$ cat src/rtl/alu_dispatch.sv
// ---------------------------------------------------------------------------
// alu_dispatch
//
// Purpose:
//   Decodes and executes one RV32I OP / OP-IMM instruction per cycle and
//   presents the result through a valid/ready output port. There is one
//   registered output entry plus a one-entry skid buffer, so in_ready can be
//   a plain register and still never drop an accepted instruction.
//
// Ports:
//   clk          single clock, rising edge
//   rst_n        asynchronous active-low reset
//   in_valid     instruction + operands presented
//   in_ready     registered; high while the skid entry is empty
//   in_instr     RV32I instruction word
//   in_rs1       operand A value
//   in_rs2       operand B value (ignored for OP-IMM)
//   out_valid    result entry present
//   out_ready    downstream accepts the result
//   out_rd       destination register index (instr[11:7])
//   out_result   ALU result (0 for illegal encodings)
//   out_we       write-back enable (0 for illegal or rd == x0)
//   out_illegal  instruction was not a supported OP/OP-IMM encoding
//   op_count     wrapping count of legal results handed downstream
// ---------------------------------------------------------------------------
module alu_dispatch #(
   parameter int CNT_W = 16
) (
   input  logic             clk,
   input  logic             rst_n,
   input  logic             in_valid,
   output logic             in_ready,
   input  logic [31:0]      in_instr,
   input  logic [31:0]      in_rs1,
   input  logic [31:0]      in_rs2,
   output logic             out_valid,
   input  logic             out_ready,
   output logic [4:0]       out_rd,
   output logic [31:0]      out_result,
   output logic             out_we,
   output logic             out_illegal,
   output logic [CNT_W-1:0] op_count
);

   localparam logic [6:0] OPC_OP     = 7'b0110011;
   localparam logic [6:0] OPC_OP_IMM = 7'b0010011;
   localparam logic [6:0] F7_BASE    = 7'b0000000;
   localparam logic [6:0] F7_ALT     = 7'b0100000;

   // One pipeline entry: everything the output port shows for a result.
   typedef struct packed {
      logic [4:0]  rd;
      logic [31:0] result;
      logic        we;
      logic        illegal;
   } entry_t;

   // Occupancy of the two entries. ST_FULL means output and skid both hold
   // an entry; the skid entry is never occupied while the output is empty.
   typedef enum logic [1:0] {
      ST_EMPTY = 2'd0,
      ST_OUT   = 2'd1,
      ST_FULL  = 2'd2
   } state_t;

   // -----------------------------------------------------------------------
   // Decode
   // -----------------------------------------------------------------------
   logic [6:0]  opcode;
   logic [2:0]  funct3;
   logic [6:0]  funct7;
   logic [4:0]  rd_idx;
   logic        is_op;
   logic        is_op_imm;
   logic [31:0] imm_sext;
   logic [31:0] operand_b;
   logic [4:0]  shamt;
   logic        legal;
   logic        alt_op;     // sub for OP funct3 000, arithmetic shift for 101

   assign opcode    = in_instr[6:0];
   assign funct3    = in_instr[14:12];
   assign funct7    = in_instr[31:25];
   assign rd_idx    = in_instr[11:7];
   assign is_op     = (opcode == OPC_OP);
   assign is_op_imm = (opcode == OPC_OP_IMM);
   assign imm_sext  = {{20{in_instr[31]}}, in_instr[31:20]};
   assign operand_b = is_op_imm ? imm_sext : in_rs2;
   assign shamt     = operand_b[4:0];

   // Source-register index fields are not needed: operand values arrive
   // already read from the register file.
   logic unused_rs1_idx;
   assign unused_rs1_idx = &{1'b0, in_instr[19:15]};

   always_comb begin
      legal  = 1'b0;
      alt_op = 1'b0;
      if (is_op) begin
         if (funct7 == F7_BASE) begin
            legal = 1'b1;
         end else if (funct7 == F7_ALT && (funct3 == 3'b000 || funct3 == 3'b101)) begin
            legal  = 1'b1;
            alt_op = 1'b1;
         end
      end else if (is_op_imm) begin
         // funct7 only exists for the immediate shifts; for every other
         // funct3 those bits are part of the immediate (addi never subtracts).
         case (funct3)
            3'b001: legal = (funct7 == F7_BASE);
            3'b101: begin
               legal  = (funct7 == F7_BASE) || (funct7 == F7_ALT);
               alt_op = (funct7 == F7_ALT);
            end
            default: legal = 1'b1;
         endcase
      end
   end

   // -----------------------------------------------------------------------
   // Execute
   // -----------------------------------------------------------------------
   logic [31:0] and_bits;
   logic [31:0] or_bits;
   logic [31:0] xor_bits;

   genvar gi;
   generate
      for (gi = 0; gi < 32; gi++) begin : g_bitwise
         assign and_bits[gi] = in_rs1[gi] & operand_b[gi];
         assign or_bits[gi]  = in_rs1[gi] | operand_b[gi];
         assign xor_bits[gi] = in_rs1[gi] ^ operand_b[gi];
      end
   endgenerate

   logic [31:0] alu_result;

   always_comb begin
      alu_result = 32'd0;
      case (funct3)
         3'b000: alu_result = alt_op ? (in_rs1 - operand_b) : (in_rs1 + operand_b);
         3'b001: alu_result = in_rs1 << shamt;
         3'b010: alu_result = {31'd0, ($signed(in_rs1) < $signed(operand_b))};
         3'b011: alu_result = {31'd0, (in_rs1 < operand_b)};
         3'b100: alu_result = xor_bits;
         3'b101: alu_result = alt_op ? $unsigned($signed(in_rs1) >>> shamt)
                                     : (in_rs1 >> shamt);
         3'b110: alu_result = or_bits;
         default: alu_result = and_bits;
      endcase
   end

   entry_t new_entry;

   always_comb begin
      new_entry.rd      = rd_idx;
      new_entry.result  = legal ? alu_result : 32'd0;
      new_entry.we      = legal && (rd_idx != 5'd0);
      new_entry.illegal = !legal;
   end

   // -----------------------------------------------------------------------
   // Output stage + skid buffer
   // -----------------------------------------------------------------------
   state_t           state_reg, state_next;
   entry_t           out_entry_reg, out_entry_next;
   entry_t           skid_entry_reg, skid_entry_next;
   logic             in_ready_reg, in_ready_next;
   logic [CNT_W-1:0] op_count_reg, op_count_next;

   logic accept;
   logic drain;

   assign accept = in_valid && in_ready_reg;
   assign drain  = (state_reg != ST_EMPTY) && out_ready;

   always_comb begin
      state_next      = state_reg;
      out_entry_next  = out_entry_reg;
      skid_entry_next = skid_entry_reg;

      case (state_reg)
         ST_EMPTY: begin
            if (accept) begin
               out_entry_next = new_entry;
               state_next     = ST_OUT;
            end
         end
         ST_OUT: begin
            if (out_ready) begin
               // Drain and refill on the same edge: no bubble.
               if (accept) begin
                  out_entry_next = new_entry;
               end else begin
                  state_next = ST_EMPTY;
               end
            end else if (accept) begin
               skid_entry_next = new_entry;
               state_next      = ST_FULL;
            end
         end
         ST_FULL: begin
            if (out_ready) begin
               // The older skid entry moves forward first so order is kept.
               out_entry_next = skid_entry_reg;
               if (accept) begin
                  skid_entry_next = new_entry;
               end else begin
                  state_next = ST_OUT;
               end
            end
         end
         default: state_next = ST_EMPTY;
      endcase

      // in_ready is computed from the next occupancy so it tracks the skid
      // entry exactly while still being a flop.
      in_ready_next = (state_next != ST_FULL);

      op_count_next = op_count_reg;
      if (drain && !out_entry_reg.illegal) begin
         op_count_next = op_count_reg + 1'b1;
      end
   end

   always_ff @(posedge clk or negedge rst_n) begin
      if (!rst_n) begin
         state_reg      <= ST_EMPTY;
         out_entry_reg  <= '0;
         skid_entry_reg <= '0;
         in_ready_reg   <= 1'b0;
         op_count_reg   <= '0;
      end else begin
         state_reg      <= state_next;
         out_entry_reg  <= out_entry_next;
         skid_entry_reg <= skid_entry_next;
         in_ready_reg   <= in_ready_next;
         op_count_reg   <= op_count_next;
      end
   end

   assign in_ready    = in_ready_reg;
   assign out_valid   = (state_reg != ST_EMPTY);
   assign out_rd      = out_entry_reg.rd;
   assign out_result  = out_entry_reg.result;
   assign out_we      = out_entry_reg.we;
   assign out_illegal = out_entry_reg.illegal;
   assign op_count    = op_count_reg;

endmodule

$ cat config.mk
export PLATFORM = sky130hd
export DESIGN_NAME = alu_dispatch
export DESIGN_NICKNAME = d
export VERILOG_FILES = /design/src/rtl/alu_dispatch.sv
export SDC_FILE = /design/constraint.sdc
export NUM_CORES = 1
export LEC_CHECK = 0
export CORE_AREA = 4 4 160 317
export DETAILED_ROUTE_END_ITERATION = 10
export DIE_AREA = 0 0 164 321
export MAX_ROUTING_LAYER = met4
export PLACE_DENSITY = 0.48
export SETUP_SLACK_MARGIN = 0.05
export SYNTH_ARGS = -nofsm -noshare
export SYNTH_HDL_FRONTEND = slang
export SYNTH_SLANG_ARGS = --single-unit
export TNS_END_PERCENT = 30
$ cat constraint.sdc
create_clock -name clk -period 2.16 [get_ports clk]
set_input_delay 0.432 -clock clk [delete_from_list [all_inputs] [get_ports clk]]
set_output_delay 0.432 -clock clk [all_outputs]
set_load 0.1 [all_outputs]
==> results of run 1 <==
[final timing paths]
check                             startpoint                 end  slack [ns]
max reg2reg                     state_reg[1]        op_count[11]        0.20
max                               in_rs1[29]      out_result[15]       -1.69
max in group asynchronous              rst_n  skid_entry_reg[24]        1.52
min in group clk           skid_entry_reg[0]   skid_entry_reg[0]        0.48
min                                    rst_n           out_rd[3]        0.02
min reg2reg                skid_entry_reg[0]   skid_entry_reg[0]        0.48
[layout by cell type (no fill, tap or decap), types with 11 or more instances in the layout]
master	netlist	routed
a21oi_1	185	157
o31ai_2	1	13
a211oi_1	38	24
ha_1	91	60
o21ai_2	0	11
nand3_1	96	92
buf_6	5	34
xnor2_1	30	26
nor3_1	68	61
o21ai_1	29	53
dfrtp_1	97	97
mux2i_1	31	27
or3_1	17	16
o211ai_1	57	57
clkdlybuf4s50_1	0	84
inv_2	3	18
o31ai_1	37	21
o22ai_1	31	30
nand4_1	19	19
and3_1	31	26
a22oi_1	19	16
nand2_1	236	216
a211oi_2	3	14
o21ai_0	181	143
inv_1	105	85
nor2_2	1	12
buf_4	7	898
o221ai_1	15	11
nor4_1	21	14
ha_4	0	25
nor2_1	157	143
o21bai_1	12	11
a21oi_2	2	23
a31oi_1	32	29
nand2_2	2	16
buf_12	0	19
a21o_1	41	40
[critical path, delay by kind of cell]
| family | cells | cell delay [ns] |
|---|---|---|
| AO/OA/AOI/OAI | 6 | 1.16 |
| AND/OR/NAND/NOR | 2 | 0.94 |
| buffers and inverters | 6 | 1.41 |
| multiplexers | 1 | 0.14 |
[cell families after synthesis]
kind of cell | count (synthesis) | share of synthesized area (%)
flip-flops | 97 | 16.8
AO/OA/AOI/OAI | 815 | 37.2
AND/OR/NAND/NOR | 736 | 24.6
multiplexers | 40 | 3.04
adder cells (fa/ha/maj) | 92 | 8.04
XOR/XNOR | 40 | 2.43
buffers and inverters | 270 | 7.82
[what timing repair did]
| action | 4_1_cts | 5_1_grt |
|---|---|---|
| setup endpoints to repair | 68 | 70 |
| cloned | 1 | 0 |
| resized for setup | 290 | 87 |
| pin swaps | 125 | 67 |
| buffers inserted | 37 | 17 |
[cell type report]
class	instances	area, µm²
inverter	112	437
tap	638	798
clock inverter	7	46.3
multi-input combinational	1723	12500
fill	4838	23300
timing repair buffer	1046	8470
sequential	97	2430
clock buffer	9	225
antenna	4	10.0
[metal layers]
layer / up-vias / GRT usage, % / part of all wire, %
met5: - / - / 0
met4: 0 / 35.6 / 12
met3: 503 / 5.30 / 5.6
met2: 1065 / 67.6 / 49
met1: 10100 / 37.4 / 33
li1: 9582 / - / -
[where the power goes]
| part | switching (µW) | internal (µW) |
|---|---|---|
| clock network | 739 | 780 |
| logic | 5400 | 3310 |
| registers | 212 | 2150 |
[metrics by stage]
step                      instance area, µm²  hold WS (ns)  setup slack, ns
final                                  24900        0.0175            -1.69
after global routing                   24900        0.0460            -1.74
after CTS                              24400        0.0177            -1.57
after detailed placement               22700         0.414            -2.68
after global placement                 22700         0.411            -2.63
after floorplan                        14800         0.136            -1.69
==> impl_metrics.yaml, run 1 <==
setup_path:
  start_kind: "primary input"
  r2r_cells: 9
  crit_path_frequent_cell: "buf_4"
  worstPathCellList: "clkdlybuf4s50_1 -> inv_1 -> or4_4 -> and3_1 -> mux2i_1 -> buf_4 -> a222oi_1 -> buf_4 -> buf_4 -> a211oi_1 -> buf_4 -> o21ai_0 -> a31oi_1 -> a21oi_1 -> o21ai_0"
  critPathMaxFanout: 2
  slowest_stage: "or4_4"
  slowest_delay_ns: 0.71
  cp.required_ns: 2.43
  crit_arrival_ns: 4.12
  worstSetupEndpointType: "flip-flop"
  path_class: "in -> reg"
synthesis:
  synth_most_common_cell: "nand2_1"
  synth_common_cells: "nand2_1, a21oi_1, o21ai_0, nor2_1, inv_1"
  synthArstFlopShare_pct: 100
  yosysTopAreaCellShare_pct: 16.8
  ys_seq_area_share_pct: 16.8
  synth_edf_count: 0
  syn-num-nets: 2282
  ys_seq_elements: 97
  synth_ff_type: "dfrtp_1"
  synthTopCellsByArea: "dfrtp_1, ha_1, a21oi_1"
  netlist_instances: 2090
  ys_warn_count: 0
  netlist_area_um2: 14400
  synth_area_leader_cell: "dfrtp_1"
  avgSynthCellArea_um2: 6.90
  synth.distinct_cells: 109
power_and_ir_drop:
  power.leakage_uw: 0.0114
  ir_drop_uv: 1220
  cellPowerDensity_nw_per_um2: 506
  total_power_uw: 12600
placement:
  dp_cells: 3567
  portBuffers: 151
  hpwl_mm: 85.9
  gp_congestion: 1.15
sta:
  min_period_over_period_pct: 178
  setup_viol: 68
  maxSlewViolCount: 0
  rsz0062_at_grt: "true"
  fin_crit_ns: 3.85
  relSlewSlack_pct: 51.3
  worstMarginPinSlew_ns: 0.728
  finalHoldViolations: 0
  setup_tns_ns: -96.00
  clock_skew_ns: 0.00910
  fin_ws_ns: -1.69
  fmax_ghz: 0.260
global_routing:
  grtUsageTotal_pct: 39.3
  antenna_found_initial: 3
  grt_overflow_total: 0
  first_global_vias: 21700
  grt_max_degree: 56
  grt_pass1_wl_mm: 146
die:
  rows: 114
  ios: 157
  core_um2: 48200
  fp.dieH_um: 321
  fp.dieArea_um2: 52600
  initial_utilization_pct: 29.9
  die_w_um: 164
status:
  status: "finished with violations"
  violations: "setup timing"
drt:
  routed_via_density: 5.86
  post_drt_wl_per_cell_um: 28.5
  wirelength_mm: 104
  drc_errors: 0
  vias: 21300
  ant_nets: 0
  dr.pass1.iters: 9
  drt_iter0_drc: 1699
cts:
  clockBufferDepth: 2
  h-tree-depth: 3
  ctsHoldBuffers: 0
  path_clk_slew_ns: 0.07
  clkLatencyLatePin_ns: 0.37
  cts_tree: "yes"
  cts_buffers: 9
  clkSinkCount: 97
  root_buffer: "clkbuf_16"
final_layout:
  largest_reg_flops: 39
  area_growth_pct: 72.7
  drive_above_1_share_pct: 43.2
  final_util_pct: 51.6
  finalNonFillerCells: 3636
  final_nets: 3181
hold_path:
  holdCritPathClass: "in -> async"
job:
  maxCapViolCount: 0
(Power assumes the default switching activity.)
==> run 2: changes to the inputs <==
GPL_TIMING_DRIVEN = 0   (was default)
==> run 2 against run 1 <==
Against the previous run: the flow now stops in global routing (5_1_grt); synthesized area unchanged; synthesized cell count did not move.
==> impl_metrics.yaml, run 2 <==
synthesis:
  synth.distinct_cells: 109
  synth_area_leader_cell: "dfrtp_1"
  netlist_instances: 2090
  ys_seq_elements: 97
  synth_ff_type: "dfrtp_1"
  synth_edf_count: 0
  synth_most_common_cell: "nand2_1"
  syn-num-nets: 2282
  yosysTopAreaCellShare_pct: 16.8
  avgSynthCellArea_um2: 6.90
  netlist_area_um2: 14400
  synthArstFlopShare_pct: 100
  synthTopCellsByArea: "dfrtp_1, ha_1, a21oi_1"
  synth_common_cells: "nand2_1, a21oi_1, o21ai_0, nor2_1, inv_1"
  ys_seq_area_share_pct: 16.8
  ys_warn_count: 0
die:
  fp.dieH_um: 321
  die_w_um: 164
  rows: 114
  initial_utilization_pct: 29.9
  ios: 157
placement:
  hpwl_mm: 97.8
  place_area_um2: 17200
  portBuffers: 149
  gp_congestion: 1.18
cts:
  clockBufferDepth: 2
  cts_buffers: 9
  clkSinkCount: 97
  root_buffer: "clkbuf_16"
  h-tree-depth: 3
global_routing:
  grt_pass1_wl_mm: 175
  first_global_vias: 21600
  grt_overflow_total: 2
  grt_max_degree: 72
  grtUsageTotal_pct: 49.3
status:
  error_line: "[ERROR GRT-0116] Global routing finished with congestion. Check the congestion regions in the DRC Viewer."
  last-stage-reached: "global routing (5_1_grt)"
  status: "did not finish"
==> run 2: cell counts after synthesis <==
No cell type changed its count.
==> run 2: kinds of logic after synthesis <==
kind of cell | synth area share [%]
buffers and inverters | 7.82
multiplexers | 3.04
flip-flops | 16.8
AO/OA/AOI/OAI | 37.2
XOR/XNOR | 2.43
adder cells (fa/ha/maj) | 8.04
AND/OR/NAND/NOR | 24.6
==> run 2: what timing repair did <==
item	in CTS
hold buffers	1
endpoints found under the setup margin	144
setup buffers	128
gates resized for setup	514
pin swaps	127
cloned	2
endpoints found under the hold margin	26
==> run 2: per-stage QoR <==
stage / setup slack (ns) / TNS [ns] / hold WS [ns] / instances
floorplan: -1.69 / -99.11 / 0.136 / 2090
global placement: -4.40 / -564.88 / 0.451 / 2877
detailed placement: -4.34 / -274.06 / 0.375 / 2881
CTS: -1.99 / -122.89 / 0.472 / 3021
==> run 2: layer usage <==
| metal | GRT overflow | global-route usage [%] |
|---|---|---|
| met5 | - | - |
| met4 | 2 | 56.5 |
| met3 | 0 | 14.1 |
| met2 | 0 | 78.1 |
| met1 | 0 | 43.3 |
==> run 3: changes to the inputs <==
CORE_AREA = 4 4 274 276   (was 4 4 160 317)
DIE_AREA = 0 0 278 280   (was 0 0 164 321)
MAX_ROUTING_LAYER = default   (was met4)
PLACE_DENSITY = default   (was 0.48)
PLACE_DENSITY_LB_ADDON = 0.15   (was default)
SETUP_SLACK_MARGIN = default   (was 0.05)
clock period = 2.8 ns   (was 2.16 ns; I/O delays follow)
==> run 3 against run 2 <==
Against the previous run: the flow now finishes, with violations (setup timing).
==> impl_metrics.yaml, run 3 (synthesis results as in run 1) <==
die:
  die_w_um: 278
  ios: 157
  fp.dieArea_um2: 77800
  initial_utilization_pct: 19.9
  fp.dieH_um: 280
  rows: 99
  core_um2: 72600
setup_path:
  path_buf_inv: 5
  slowest_stage: "or3b_4"
  r2r_end: "skid_entry_reg[29]"
  worstSetupEndpointType: "flip-flop"
  path_class: "in -> reg"
  critPathMaxFanout: 6
  crit_arrival_ns: 4.52
  worstReg2RegStart: "state_reg[1]"
  start_kind: "primary input"
  crit_start: "in_instr[6]"
  worstPathCellList: "buf_8 -> or3b_4 -> buf_8 -> nor2_4 -> buf_8 -> nand2_8 -> clkbuf_16 -> nand2_8 -> inv_4 -> ha_4 -> or3_4 -> nand2b_4 -> o311ai_4 -> a21boi_1 -> a211o_1 -> nor3_4 -> o21ai_1 -> a211o_1 -> a211oi_4 -> o31ai_1"
  cp.required_ns: 3.01
  endpoint: "out_result[31]"
  crit_path_frequent_cell: "buf_8"
  slowest_delay_ns: 0.42
  r2r_slack_ns: 0.14
  path_delay_family: "compound AO/OA/AOI/OAI gates"
  cp.depth: 20
  r2r_cells: 9
global_routing:
  antenna_found_initial: 3
  grt-busiest-layer: "met2"
  grt_pass1_wl_mm: 153
  grt_use_met1_pct: 36.4
  grt_use_met2_pct: 42.5
  first_global_vias: 18700
  grt_max_degree: 60
  grtUsageTotal_pct: 27.5
  grt_overflow_total: 0
  use_met3_pct: 4.23
placement:
  hpwl_mm: 88.9
  portBuffers: 149
  dp_cells: 3200
  gp_congestion: 1.06
sta:
  rsz0062_at_grt: "true"
  fin_ws_ns: -1.51
  finalHoldViolations: 0
  clock_skew_ns: 0.00430
  fin_crit_ns: 4.31
  worstMarginPinSlew_ns: 1.12
  maxSlewViolCount: 0
  setup_viol: 68
  min_period_over_period_pct: 154
  fmax_ghz: 0.232
  relSlewSlack_pct: 24.8
  setup_tns_ns: -81.42
drt:
  routed_via_density: 5.85
  post_drt_wl_per_cell_um: 33.5
  vias: 19600
  ant_nets: 0
  dr.pass1.iters: 8
  drt_iter0_drc: 2276
  drc_errors: 0
  wirelength_mm: 112
cts:
  cts_tree: "yes"
  h-tree-depth: 3
  cts_buffers: 9
  root_buffer: "clkbuf_16"
  path_clk_slew_ns: 0.06
  clkSinkCount: 97
  ctsHoldBuffers: 0
  clockBufferDepth: 2
  clkLatencyLatePin_ns: 0.35
final_layout:
  most-common-layout-cells: "nand2_1, a21oi_1, o21ai_0"
  area_growth_pct: 48.0
  final_util_pct: 29.4
  largest_reg_flops: 39
  final_nets: 2573
  finalNonFillerCells: 3346
  mostFrequentLayoutCell: "nand2_1"
  drive_above_1_share_pct: 26.1
status:
  violations: "setup timing"
  status: "finished with violations"
power_and_ir_drop:
  power.leakage_uw: 0.00838
  total_power_uw: 9180
  cellPowerDensity_nw_per_um2: 430
  ir_drop_uv: 900
hold_path:
  holdCritPathClass: "in -> async"
job:
  maxCapViolCount: 0
run 3: where the power goes:
| part | switching (µW) | internal (µW) |
|---|---|---|
| Combinational | 4240 | 1790 |
| Clock | 525 | 802 |
| Sequential | 164 | 1660 |
run 3: final cells by class:
cell class,instances,area [µm²]
Multi-Input combinational cell,1723,13000
Buffer,148,1210
Sequential cell,97,2430
Timing Repair Buffer,290,2720
Tap cell,959,1200
Inverter,112,492
Clock buffer,12,246
Clock inverter,3,65.1
Fill cell,8017,51300
Antenna cell,2,5.00
run 3: layer usage:
metal  vias to the layer above  wire length (µm)
li1                       8369                 -
met1                      9648             46500
met2                      1249             47700
met3                       310              9450
met4                         0              8490
met5                         -                 0
run 3: worst min-delay path by stage:
stage,cells after the start,startpoint,endpoint
2_1_floorplan,0,rst_n,in_ready
3_3_place_gp,2,skid_entry_reg[21],skid_entry_reg[21]
3_5_place_dp,2,skid_entry_reg[33],skid_entry_reg[33]
4_1_cts,1,rst_n,skid_entry_reg[7]
5_1_grt,1,rst_n,out_rd[0]
6_report,1,rst_n,out_rd[0]
run 3: stage by stage:
stage / hold slack, ns / worst slack [ns] / area, µm²
final: 0.201 / -1.51 / 21300
after floorplan: 0.264 / -1.17 / 14800
after global routing: 0.234 / -1.50 / 21300
after CTS: 0.204 / -1.39 / 20800
after detailed placement: 0.458 / -3.68 / 17500
after global placement: 0.451 / -3.75 / 17500
run 3: what timing repair did:
item | 4_1_cts | 5_1_grt
hold endpoints to repair | 0 | 0
gates cloned | 4 | 0
buffers inserted | 112 | 25
pin swaps | 119 | 74
setup endpoints to repair | 74 | 75
resized for setup | 496 | 103
==> run 4: changes to the inputs <==
CORE_AREA = 4 4 167 169   (was 4 4 274 276)
DIE_AREA = 0 0 171 173   (was 0 0 278 280)
==> run 4 against run 3 <==
Against the previous run: the run now fails in global routing (5_1_grt); synthesized area stayed put; synthesized cell count unchanged.
==> impl_metrics.yaml, run 4 <==
status:
  status: "did not finish"
  last-stage-reached: "global routing (5_1_grt)"
  error_line: "[ERROR GRT-0232] Routing congestion too high. Check the congestion heatmap in the GUI."
die:
  die_w_um: 171
  fp.dieH_um: 173
  rows: 60
  initial_utilization_pct: 54.2
  ios: 157
synthesis:
  netlist_instances: 2090
  netlist_area_um2: 14400
  synthTopCellsByArea: "dfrtp_1, ha_1, a21oi_1"
  synth_edf_count: 0
  ys_seq_elements: 97
  yosysTopAreaCellShare_pct: 16.8
  synth.distinct_cells: 109
  ys_warn_count: 0
  syn-num-nets: 2282
  synth_common_cells: "nand2_1, a21oi_1, o21ai_0, nor2_1, inv_1"
  synth_most_common_cell: "nand2_1"
  synth_ff_type: "dfrtp_1"
  synth_area_leader_cell: "dfrtp_1"
  synthArstFlopShare_pct: 100
  avgSynthCellArea_um2: 6.90
  ys_seq_area_share_pct: 16.8
global_routing:
  grt_overflow_total: 8
  grtUsageTotal_pct: 66.0
  grt_max_degree: 76
cts:
  h-tree-depth: 3
  root_buffer: "clkbuf_16"
  ctsHoldBuffers: 0
  clockBufferDepth: 2
  cts_buffers: 9
  clkSinkCount: 97
placement:
  hpwl_mm: 66.3
  portBuffers: 149
  gp_congestion: 1.28
sta:
  worst_endpoint: "out_result[30]$_DFFE_PN0P_/D"
  worstEpCategory: "sequential cell input"
==> run 4: cell counts after synthesis <==
No cell type changed its count.
==> run 4: metrics by stage <==
stage	instances	util, %	area, µm²	hold slack [ns]	worst slack, ns
floorplan	2090	-	14800	0.264	-1.17
global placement	2580	62.9	16700	0.451	-3.13
detailed placement	2581	63.1	16800	0.458	-3.23
CTS	2688	72.7	19300	0.115	-1.32
==> run 4: repair_timing <==
action	CTS
setup endpoints to repair	74
hold endpoints to repair	0
gates cloned	5
gates resized for setup	372
pin swaps	106
buffers inserted	95
==> run 4: kinds of logic after synthesis <==
kind of cell	Yosys count	share of synthesized area [%]
fa+ha+maj	92	8.04
xor+xnor	40	2.43
mux	40	3.04
simple gates	736	24.6
flops	97	16.8
buf+inv	270	7.82
compound gates	815	37.2
==> run 4: per-layer routing <==
| metal | track usage [%] | overflow |
|---|---|---|
| met3 | 48.7 | 1 |
| met1 | 68.2 | 0 |
| met5 | 12.5 | 0 |
| met4 | 61.6 | 4 |
| met2 | 83.3 | 3 |
==> RTL edit 1: new RTL, config.mk and constraints of run 1 <==
Set the parameter `CNT_W` to 24 (it was 16).
--- a/src/rtl/alu_dispatch.sv
+++ b/src/rtl/alu_dispatch.sv
@@ -25,5 +25,5 @@
 // ---------------------------------------------------------------------------
 module alu_dispatch #(
-   parameter int CNT_W = 16
+   parameter int CNT_W = 24
 ) (
    input  logic             clk,
Interface: changed (resized op_count); port bits go from 157 to 165. The function was not compared with the original's and may differ.
==> RTL edit 1 against run 1 <==
- the flow still finishes with violations (setup timing)
- synthesized area shrank 3.0%
- non-clock buffer count is 80 lower
- final cell count decreased by 4.0%
- clock power rose by 3%
- routed wire length fell by 11%
- sequential cell count is 8 higher
- hold slack worse by 0.0086 ns
- worst setup slack got worse by 0.059 ns
- total power shrank 3.6%
- combinational power shrank 6.7%
- synthesized cell count down 3.1%
- global-route usage decreased by 4.5 points
- final area is 2.9% lower
- critical endpoint is now out_result[28]$_DFFE_PN0P_
- largest cell class unchanged
==> RTL edit 1: results (changes against run 1) <==
DRT Pass-1 Iters 6 (-3); synth top area cells dfrtp_1 19%, ha_1 8.1%, a21oi_1 8.0%; dpl ws -2.707 ns (-0.02837 ns); Hold WS 0.008920 ns (-0.008573 ns); Syn Inst Count 2026 (-3.1%); Cells after DPL 3392 (-4.9%); clock root cell clkbuf_16; worst-path maximum fanout 7 (+5); Seq/Total Area, Yosys 0.1880 (+0.01958); leakage 0.01096 uW (-3.9%); synth unique cells 92 (-16%); r2r setup slk 0.16 ns (-0.04 ns); Setup TNS -94.62 ns (+1.376 ns); worst vdd ir 850.5 uV (-30%); Worst Setup Slack, final -1.749 ns (-0.05872 ns); CP delay by family, top compound AO/OA/AOI/OAI gates; mux contribution to synthesized area 0.03026 (-0.0001250); share of layout cells above drive strength 1 0.4221 (-0.009758); reg-to-reg endpoint out_result[31]$_DFFE_PN0P_; non-filler cells, final 3489 (-4.0%); crit path from in_instr[5]; Final Setup Violations 68 (unchanged); Iteration-0 DRC Markers 1124 (-34%); dpl hpwl 75.22 mm (-12%); Port Buf Inserts 159 (+5.3%); status complete, but fails checks; commonest cells in the netlist 223 x a21oi_1, 217 x o21ai_0, 184 x nand2_1, 153 x nor2_1, 130 x clkbuf_1; Critical Path End out_result[28]$_DFFE_PN0P_; routed vias 19.85k (-6.8%); drt total wl 92.42 mm (-11%); largest net degree at the start of global routing 54 (-3.6%); syn_nets 2218 (-2.8%); clock group share of total power 0.129 (+0.008); Final GP Congestion 1.049 (-8.7%); Routed Antenna Nets 0 (unchanged); Comb. pwr 8130 uW (-6.7%); arrival time at the worst endpoint 4.15 ns (+0.03 ns); Rel. slew slack 0.5071 (-0.006051); clk_skew 0.007987 ns (-0.001109 ns); Post-Synth Adder-Cell Area 0.08289 (+0.002511); CP peak stage delay 0.41 ns (-0.30 ns); Final nets 3038 (-4.5%); FF-to-FF path depth 8 (-1); CP max-delay cell a311oi_4; Switching Fraction 0.4925 (-0.01191); failing checks setup timing; xor-xnor portion of the synthesized cell area 0.02444 (+0.0001327); complex-gate fraction of the synthesized area 0.3736 (+0.001684); Placed Area 21530 um2 (-5.0%); initial antenna violation count 2 (-1)
## RTL edit 1: cell types whose count changed in the layout (fill, tap and decap cells not counted), moves of 10 or more
cell,before,now
inv_1,85,95
nand3_1,92,106
o21a_1,9,20
o211ai_1,57,43
a21oi_2,23,42
buf_4,898,801
a21oi_1,157,177
buf_6,34,45
nand2_1,216,176
o22ai_1,30,4
nor3_1,61,35
## RTL edit 1: final cells by class
type,count,area [um2]
Tap cell,638,798.3
Clock buffer,12,256.5
Multi-Input combinational cell,1645,11970
Sequential cell,105,2628
Clock inverter,3,23.77
Antenna cell,1,2.502
Timing Repair Buffer,966,8025
Inverter,119,481.7
Fill cell,4937,24030
## RTL edit 1: routing by layer
layer	vias to the layer above	wire length [um]	track usage
li1	9125	-	-
met1	9634	32300	0.3485
met4	0	9112	0.2547
met5	-	0	-
met2	740	47790	0.6233
met3	347	3214	0.02346
## RTL edit 1: repair_timing
action,CTS,global route
pin swaps,122,81
setup buffers,49,33
cloned,4,1
endpoints found under the setup margin,70,74
resized for setup,321,136
==> RTL edit 2: new RTL, flow settings as in run 1 <==
Without the edit above. Remove the case item `3'b000` of the case on `funct3`.
--- a/src/rtl/alu_dispatch.sv
+++ b/src/rtl/alu_dispatch.sv
@@ -139,5 +139,4 @@
       alu_result = 32'd0;
       case (funct3)
-         3'b000: alu_result = alt_op ? (in_rs1 - operand_b) : (in_rs1 + operand_b);
          3'b001: alu_result = in_rs1 << shamt;
          3'b010: alu_result = {31'd0, ($signed(in_rs1) < $signed(operand_b))};
Check against the original RTL: not equivalent (Yosys sat finds a counterexample within 4 cycles, from zero or initial values and one cycle with rst_n low).
==> RTL edit 2 against run 1 <==
- the flow still finishes with violations (setup timing)
- synthesized area is 23% lower
- fmax is 19% higher
- count of clock-buffer cells in the layout is 1 higher
- combinational power is 31% lower
- routed wire length is 21% lower
- sequential cell count stayed put
- hold slack better by 0.45 ns
- non-clock buffer count is 230 lower
- global-route usage is 8.1 points lower
- final area is 15% lower
- total power is 22% lower
- worst setup slack better by 0.62 ns
- clock power is 9.9% higher
- critical path type unchanged
==> RTL edit 2: results (changes against run 1) <==
hold_buf cts 1 (+1); Fill cells 4973 (+2.8%); failing checks setup timing; CP max-delay cell nor4bb_4; FF-to-FF path depth 6 (-3); Worst Setup Slack, final -1.070 ns (+0.6203 ns); Syn Area/Cell 7.226 um2 (+4.8%); synth unique cells 87 (-20%); syn_nets 1720 (-25%); met2 usage 0.5629 (-0.1128); Final GP Congestion 1.024 (-11%); non-filler cells, final 2891 (-20%); CP peak stage delay 0.36 ns (-0.35 ns); wire per inst 28.21 um (-1.0%); Final Setup Violations 64 (-5.9%); All-Layer GR Usage 0.3118 (-0.08072); Post-Synth Adder-Cell Area 0.09588 (+0.01550); worst-path maximum fanout 4 (+2); post-CTS sizing 408 (+41%); worst vdd ir 801.5 uV (-34%); largest net degree at the start of global routing 50 (-11%); leakage 0.009498 uW (-17%); initial antenna violation count 2 (-1); crit path from in_instr[2]; reg-to-reg endpoint skid_entry_reg[11]$_DFFE_PN0P_; wire length on met3 3.070 mm (-47%); synth top area cells dfrtp_1 22%, ha_1 9.6%, o21ai_0 7.3%; r2r setup slk 0.22 ns (+0.02 ns); dpl ws -2.318 ns (+0.3603 ns); Cells after DPL 2775 (-22%); clk_skew 0.009132 ns (+0.00003531 ns); HP Class register to register; mux contribution to synthesized area 0.03057 (+0.0001877); met3 GRT Util 0.02911 (-0.02385); Hold WS 0.4700 ns (+0.4526 ns); total power 9834 uW (-22%); routed metal-1 wirelength 25.80 mm (-24%); DRT Pass-1 Iters 5 (-4); global-route wire length before repair 114.1 mm (-22%); Iteration-0 DRC Markers 982 (-42%); commonest cells in the netlist 189 x nand2_1, 161 x o21ai_0, 108 x nand3_1, 97 x dfrtp_1, 87 x nor2_1; Met2 Wirelength 42.19 mm (-18%); status complete, but fails checks; Seq/Total Area, Yosys 0.2188 (+0.05044); Final nets 2432 (-24%); post-CTS setup buffers 65 (+76%); arrival time at the worst endpoint 3.48 ns (-0.64 ns); Worst Max-Slew Pin Slew 0.6780 ns (-0.04963 ns)
[RTL edit 2: changes by cell type after synthesis, sizes merged, moves of 22 or more]
cell,delta
nor3,-38
o21ai,-46
buf,-23
inv,-27
o31ai,-22
nor2,-71
nand2,-50
a21oi,-112
[RTL edit 2: kinds of logic after synthesis]
logic type               after synthesis
adder cells (fa/ha/maj)               85
buffers and inverters                198
multiplexers                          31
AO/OA/AOI/OAI                        554
flip-flops                            97
AND/OR/NAND/NOR                      555
XOR/XNOR                              15
[RTL edit 2: worst reg2reg max path, cell delays in order (launching register included)]
cell     delay (ns)
dfrtp_1        0.47
nor2b_2        0.28
nand2_1        0.10
o21ai_0        0.11
nand3_1        0.30
buf_4          0.33
o31a_1         0.26
[RTL edit 2: stage by stage]
step / area, um2 / TNS (ns) / util
after floorplan: 11520 / -39.48 / -
after global placement: 17620 / -129.10 / 0.3654
after detailed placement: 17620 / -131.23 / 0.3654
final: 21220 / -56.60 / 0.4402
after global routing: 21220 / -61.30 / 0.4402
after CTS: 20290 / -57.40 / 0.4209
[RTL edit 2: area by class of cell]
class,count,share of cell area
inverter,83,0.01562
clock buffer,10,0.01126
timing repair buffer,816,0.3397
clock inverter,5,0.002889
antenna,2,0.0002358
tap,638,0.03761
sequential,97,0.1144
multi-input combinational,1240,0.4782
[RTL edit 2: worst max path at each step]
stage                                           endpoint  slack, ns  cells after the start
after floorplan                out_result[0]$_DFFE_PN0P_      -1.01                     17
after detailed placement  skid_entry_reg[26]$_DFFE_PN0P_      -2.32                     17
after global routing           out_result[0]$_DFFE_PN0P_      -1.16                     17
final                     skid_entry_reg[26]$_DFFE_PN0P_      -1.07                     19
after global placement        out_result[29]$_DFFE_PN0P_      -2.38                     16
after CTS                      out_result[0]$_DFFE_PN0P_      -1.22                     14
